`src/rtl/pc_fetch_if.sv`:
```
// Fetch-unit bus bundle: branch/advance controls, instruction-memory handshake, fetched-instruction outputs.
interface pc_fetch_if;
  logic [31:0] i_branch;
  logic        i_take;
  logic        i_adv;
  logic        imem_req;
  logic [31:0] imem_addr;
  logic        imem_ack;
  logic [31:0] imem_data;
  logic [31:0] o_instr;
  logic [31:0] o_pc;
  logic        o_valid;
  logic        o_misalign;

  modport master (
    input  i_branch, i_take, i_adv, imem_ack, imem_data,
    output imem_req, imem_addr, o_instr, o_pc, o_valid, o_misalign
  );

  modport slave (
    output i_branch, i_take, i_adv, imem_ack, imem_data,
    input  imem_req, imem_addr, o_instr, o_pc, o_valid, o_misalign
  );
endinterface

```
`src/rtl/pc_fetch.sv`:
```
// PC fetch unit: one outstanding imem read, holds the instruction until consumed, then steps PC by 4 or a branch offset.
// Stalls indefinitely awaiting ack; a misaligned next-PC parks in ERR until reset.
module pc_fetch #(
  parameter logic [31:0] RESET_PC = 32'h0000_0000
) (
  input  logic          clk,
  input  logic          rst,
  pc_fetch_if.master    bus
);

  typedef enum logic [1:0] {BOOT, REQ, HOLD, ERR} state_t;

  state_t      state, state_nxt;
  logic [31:0] pc;
  logic [31:0] instr;
  logic [31:0] instr_pc;
  logic [31:0] pc_nxt;

  // Carry out is dropped, so the PC wraps modulo 2^32.
  assign pc_nxt = pc + (bus.i_take ? bus.i_branch : 32'd4);

  always_ff @(posedge clk) begin
    if (rst) state <= BOOT;
    else     state <= state_nxt;
  end

  always_comb begin
    state_nxt = state;
    case (state)
      BOOT: state_nxt = REQ;
      REQ:  if (bus.imem_ack) state_nxt = HOLD;
      HOLD: if (bus.i_adv) state_nxt = (pc_nxt[1:0] == 2'b00) ? REQ : ERR;
      ERR:  state_nxt = ERR;
      default: state_nxt = BOOT;
    endcase
  end

  always_comb begin
    bus.imem_req   = 1'b0;
    bus.o_valid    = 1'b0;
    bus.o_misalign = 1'b0;
    case (state)
      REQ:  bus.imem_req   = 1'b1;
      HOLD: bus.o_valid    = 1'b1;
      ERR:  bus.o_misalign = 1'b1;
      default: ;
    endcase
  end

  // The faulting PC stays in pc; instr_pc keeps the last good address.
  always_ff @(posedge clk) begin
    if (rst) begin
      pc       <= RESET_PC;
      instr    <= 32'd0;
      instr_pc <= 32'd0;
    end else begin
      if (state == REQ && bus.imem_ack) begin
        instr    <= bus.imem_data;
        instr_pc <= pc;
      end
      if (state == HOLD && bus.i_adv) pc <= pc_nxt;
    end
  end

  assign bus.imem_addr = pc;
  assign bus.o_instr   = instr;
  assign bus.o_pc      = instr_pc;

endmodule
```
`src/flat_wrapper.sv`:
```
// flat-port wrapper written by rule: the top's interface ports become plain ports
module pc_fetch_flat 
#(
  parameter logic [31:0] RESET_PC = 32'h0000_0000
)
  (clk, rst, bus_i_branch, bus_i_take, bus_i_adv, bus_imem_ack, bus_imem_data, bus_imem_req, bus_imem_addr, bus_o_instr, bus_o_pc, bus_o_valid, bus_o_misalign);
  pc_fetch_if bus_i ();
  input  logic clk;
  input  logic rst;
  input wire logic [$bits(bus_i.i_branch)-1:0] bus_i_branch;
  input wire logic [$bits(bus_i.i_take)-1:0] bus_i_take;
  input wire logic [$bits(bus_i.i_adv)-1:0] bus_i_adv;
  input wire logic [$bits(bus_i.imem_ack)-1:0] bus_imem_ack;
  input wire logic [$bits(bus_i.imem_data)-1:0] bus_imem_data;
  output wire logic [$bits(bus_i.imem_req)-1:0] bus_imem_req;
  output wire logic [$bits(bus_i.imem_addr)-1:0] bus_imem_addr;
  output wire logic [$bits(bus_i.o_instr)-1:0] bus_o_instr;
  output wire logic [$bits(bus_i.o_pc)-1:0] bus_o_pc;
  output wire logic [$bits(bus_i.o_valid)-1:0] bus_o_valid;
  output wire logic [$bits(bus_i.o_misalign)-1:0] bus_o_misalign;
  assign bus_i.i_branch = bus_i_branch;
  assign bus_i.i_take = bus_i_take;
  assign bus_i.i_adv = bus_i_adv;
  assign bus_i.imem_ack = bus_imem_ack;
  assign bus_i.imem_data = bus_imem_data;
  assign bus_imem_req = bus_i.imem_req;
  assign bus_imem_addr = bus_i.imem_addr;
  assign bus_o_instr = bus_i.o_instr;
  assign bus_o_pc = bus_i.o_pc;
  assign bus_o_valid = bus_i.o_valid;
  assign bus_o_misalign = bus_i.o_misalign;
  pc_fetch #(.RESET_PC(RESET_PC)) u_core (.clk(clk), .rst(rst), .bus(bus_i));
endmodule
```
`config.mk`:
```
export PLATFORM = sky130hd
export DESIGN_NAME = pc_fetch_flat
export DESIGN_NICKNAME = d
export VERILOG_FILES = /design/src/rtl/pc_fetch_if.sv /design/src/rtl/pc_fetch.sv /design/src/flat_wrapper.sv
export SDC_FILE = /design/constraint.sdc
export NUM_CORES = 1
export LEC_CHECK = 0
export ABC_AREA = 1
export BUFFER_PORTS_ARGS = -buffer_cell sky130_fd_sc_hd__buf_2
export CAP_MARGIN = 10
export CORE_ASPECT_RATIO = 1.25
export CORE_MARGIN = 2
export CORE_UTILIZATION = 53
export CTS_CLUSTER_DIAMETER = 200
export DETAILED_ROUTE_END_ITERATION = 10
export PLACE_DENSITY = 0.81
export SLEW_MARGIN = 20
export SYNTH_ARGS = -nofsm -noshare
export SYNTH_HDL_FRONTEND = slang
export SYNTH_SLANG_ARGS = --single-unit
```
`constraint.sdc`:
```
create_clock -name clk -period 2.85 [get_ports clk]
set_clock_uncertainty 0.15 [all_clocks]
set_input_delay 0.57 -clock clk [delete_from_list [all_inputs] [get_ports clk]]
set_output_delay 0.57 -clock clk [all_outputs]
set_load 0.1 [all_outputs]
```
==> flow_summary.ini <==
[run_status]
outcome = complete, no violations

[floorplanning]
core_area_um2 = 11500
die_w_um = 101
io_pins = 168
die_y_um = 125
start_util_pct = 53.6
rows = 44
dieArea_um2 = 12500

[global_route]
grt_pass1_wl_um = 27200
grt_start_max_net_pins = 68
track_usage_pct = 26.8
grt_pass1_vias = 5963
antenna_found_initial = 0
overflow = 0

[logic_synthesis]
yosys-top-cells-area = dfxtp_1, nand2_1, inv_1
synth_warnings = 0
synth_common_cells = nand2_1, inv_1, dfxtp_1
synth_top_area_share_pct = 31.8
ys_async_sr_fraction_pct = 0
synth.largest_area_cell = dfxtp_1
ys_ff_latch = 98
synth_seq_area_share_pct = 31.8
syn_area_per_cell_um2 = 6.18
synthCells = 999
synth-edff-count = 0
synth_cell_types = 30
syn_nets = 1101
synthFlopType = dfxtp_1
synth_area_um2 = 6170
synth.most_common_cell = nand2_1

[critical_path]
cp_top_family = simple AND/OR/NAND/NOR gates
worstPathArrival_ns = 2.51
path_class = input pin to flop
cp-end-kind = flop
crit_fanout = 17
path_cells = buf_2 > buf_12 > nand2_1 > inv_1 > ha_1 > nand2_1 > nor2_1 > nand2_1 > nor3_2 > nand2_1 > nand3_1 > nand3_1 > nand2_1 > inv_1
crit_top_cell = nand2_1
path_buf_inv = 4
crit_required_ns = 2.95
critPathSlowestCell = ha_1
worstSetupStartpointType = input pin
reg2reg_slack_ns = 0.67
slowest_delay_ns = 0.35

[timing]
hold_viol = 0
maxSlewViolCount = 0
slew_headroom_pct = 51.3
max_freq_ghz = 0.416
rsz0062_at_grt = no
worst_pin_slew_ns = 0.729
finalCritPeriodShare_pct = 84.4
fin_setup_tns_ns = 0
finalCriticalPeriod_ns = 2.40
finalSetupViolCount = 0

[drt]
drc = 0
firstDrtPassIters = 5
ant_nets = 0
via_per_inst = 4.93
drtIter0Drc = 331
wl_um = 16700
post_drt_wl_per_cell_um = 12.9
vias = 6384

[clock_tree]
clockBufferDepth = 2
clkTransAtPathRegs_ns = 0.07
cts_tree = done
ctsHoldBuffers = 0
cts_buffers = 9
post_cts_buffers = 0
h-tree-depth = 3
clock_latency_ns = 0.34
root_buffer = clkbuf_16
cts_resized = 0
clock_sinks = 98

[final_layout]
layout-drive-gt1-share_pct = 18.5
synthToLayoutAreaGrowth_pct = 19.1
nets = 1253
fill_cells = 1122
fin_util_pct = 63.9

[hold_path]
hold_path_class = input pin to flop

[power_and_ir_drop]
power_density_nw_per_um2 = 477
vdd_drop_max_mv = 0.274
power.static_leakage_nw = 4.35

[placement]
port_buffers = 167
place_hpwl_um = 13100
gp_congestion = 0.959

[flow_run]
max-cap-violations = 0
-- final timing paths --
kind,startpoint,endpoint,cells past startpoint
worst max-delay path,bus_i_take,u_core.bus.imem_addr[27],14
worst min-delay path,bus_imem_data[19],u_core.bus.o_instr[19],3
worst max register to register,u_core.bus.imem_addr[0],u_core.bus.imem_addr[24],14
worst min register to register,u_core.bus.o_instr[25],u_core.bus.o_instr[25],2
-- per-layer routing --
metal	GRT usage (%)	vias to the layer above	part of all wire, %
met2	46.7	201	49
li1	-	3352	-
met3	4.43	43	5.5
met1	31.7	2788	42
met5	0	-	0
met4	12.3	0	3.6
-- tightest hold or removal path: cells and delay by family --
kind	cells	cell delay [ns]
AND/OR/NAND/NOR	1	0.05
AO/OA/AOI/OAI	1	0.05
buffers and inverters	1	0.09
-- stage by stage --
| step | worst slack, ns | instances | area (um^2) | hold slack (ns) | total power [mW] |
|---|---|---|---|---|---|
| global route | 0.215 | 1294 | 7350 | 0.308 | 3.65 |
| finish | 0.446 | 1295 | 7350 | 0.311 | 3.51 |
| floorplan | 0.344 | 999 | 6170 | 0.455 | 2.17 |
| global placement | 0.141 | 1278 | 7050 | 0.300 | 2.34 |
| CTS | 0.438 | 1294 | 7350 | 0.311 | 3.52 |
| detailed placement | 0.0851 | 1278 | 7050 | 0.302 | 2.34 |
-- state kept, by name, indices dropped and copies added, names as in the netlist --
name,flops
u_core.bus.imem_addr,32
u_core.state,2
u_core.bus.o_pc,32
u_core.bus.o_instr,32
-- cells by family (layout without fill, tap and decap cells) --
kind of cell,Yosys count,count (layout),share of synthesized area (%)
XOR/XNOR,16,16,2.27
flip-flops,98,98,31.8
buffers and inverters,212,369,14.1
other,0,1,0
AND/OR/NAND/NOR,503,503,32.6
AO/OA/AOI/OAI,137,137,12.4
adder cells (fa/ha/maj),33,33,6.81
-- final cells by class --
| cell class | instances | area [um^2] | share of cell area [%] |
|---|---|---|---|
| multi-input combinational | 689 | 3340 | 45.5 |
| inverter | 178 | 668 | 9.09 |
| clock buffer | 10 | 239 | 3.25 |
| tap | 138 | 173 | 2.35 |
| antenna | 1 | 2.50 | 0.0340 |
| sequential | 98 | 1960 | 26.7 |
| clock inverter | 6 | 56.3 | 0.766 |
| timing repair buffer | 175 | 908 | 12.4 |
-- cell usage in the layout (no fill, tap or decap), types with 2 or more instances in the layout --
cell	instances
nor3_1	3
nand2_2	12
clkinv_4	2
o21ai_0	17
a21oi_1	88
inv_2	4
clkbuf_16	9
nand2_1	397
o211ai_1	3
nand3b_1	2
buf_2	167
dfxtp_1	98
nor2_2	4
nand4_1	2
nand3_1	36
inv_1	174
xnor2_1	2
o21bai_1	15
o21a_1	13
xor2_1	14
inv_8	2
ha_1	32
buf_4	7
nor2_1	42
-- where the power goes --
group / internal [mW] / leakage [nW] / switching, mW / total, mW
registers: 1.42 / 0.795 / 0.0459 / 1.46
clock network: 0.634 / 0.143 / 0.555 / 1.19
logic: 0.196 / 3.42 / 0.656 / 0.852
total: 2.25 / 4.35 / 1.26 / 3.51
Note: power is estimated with default switching activity, not from simulation.
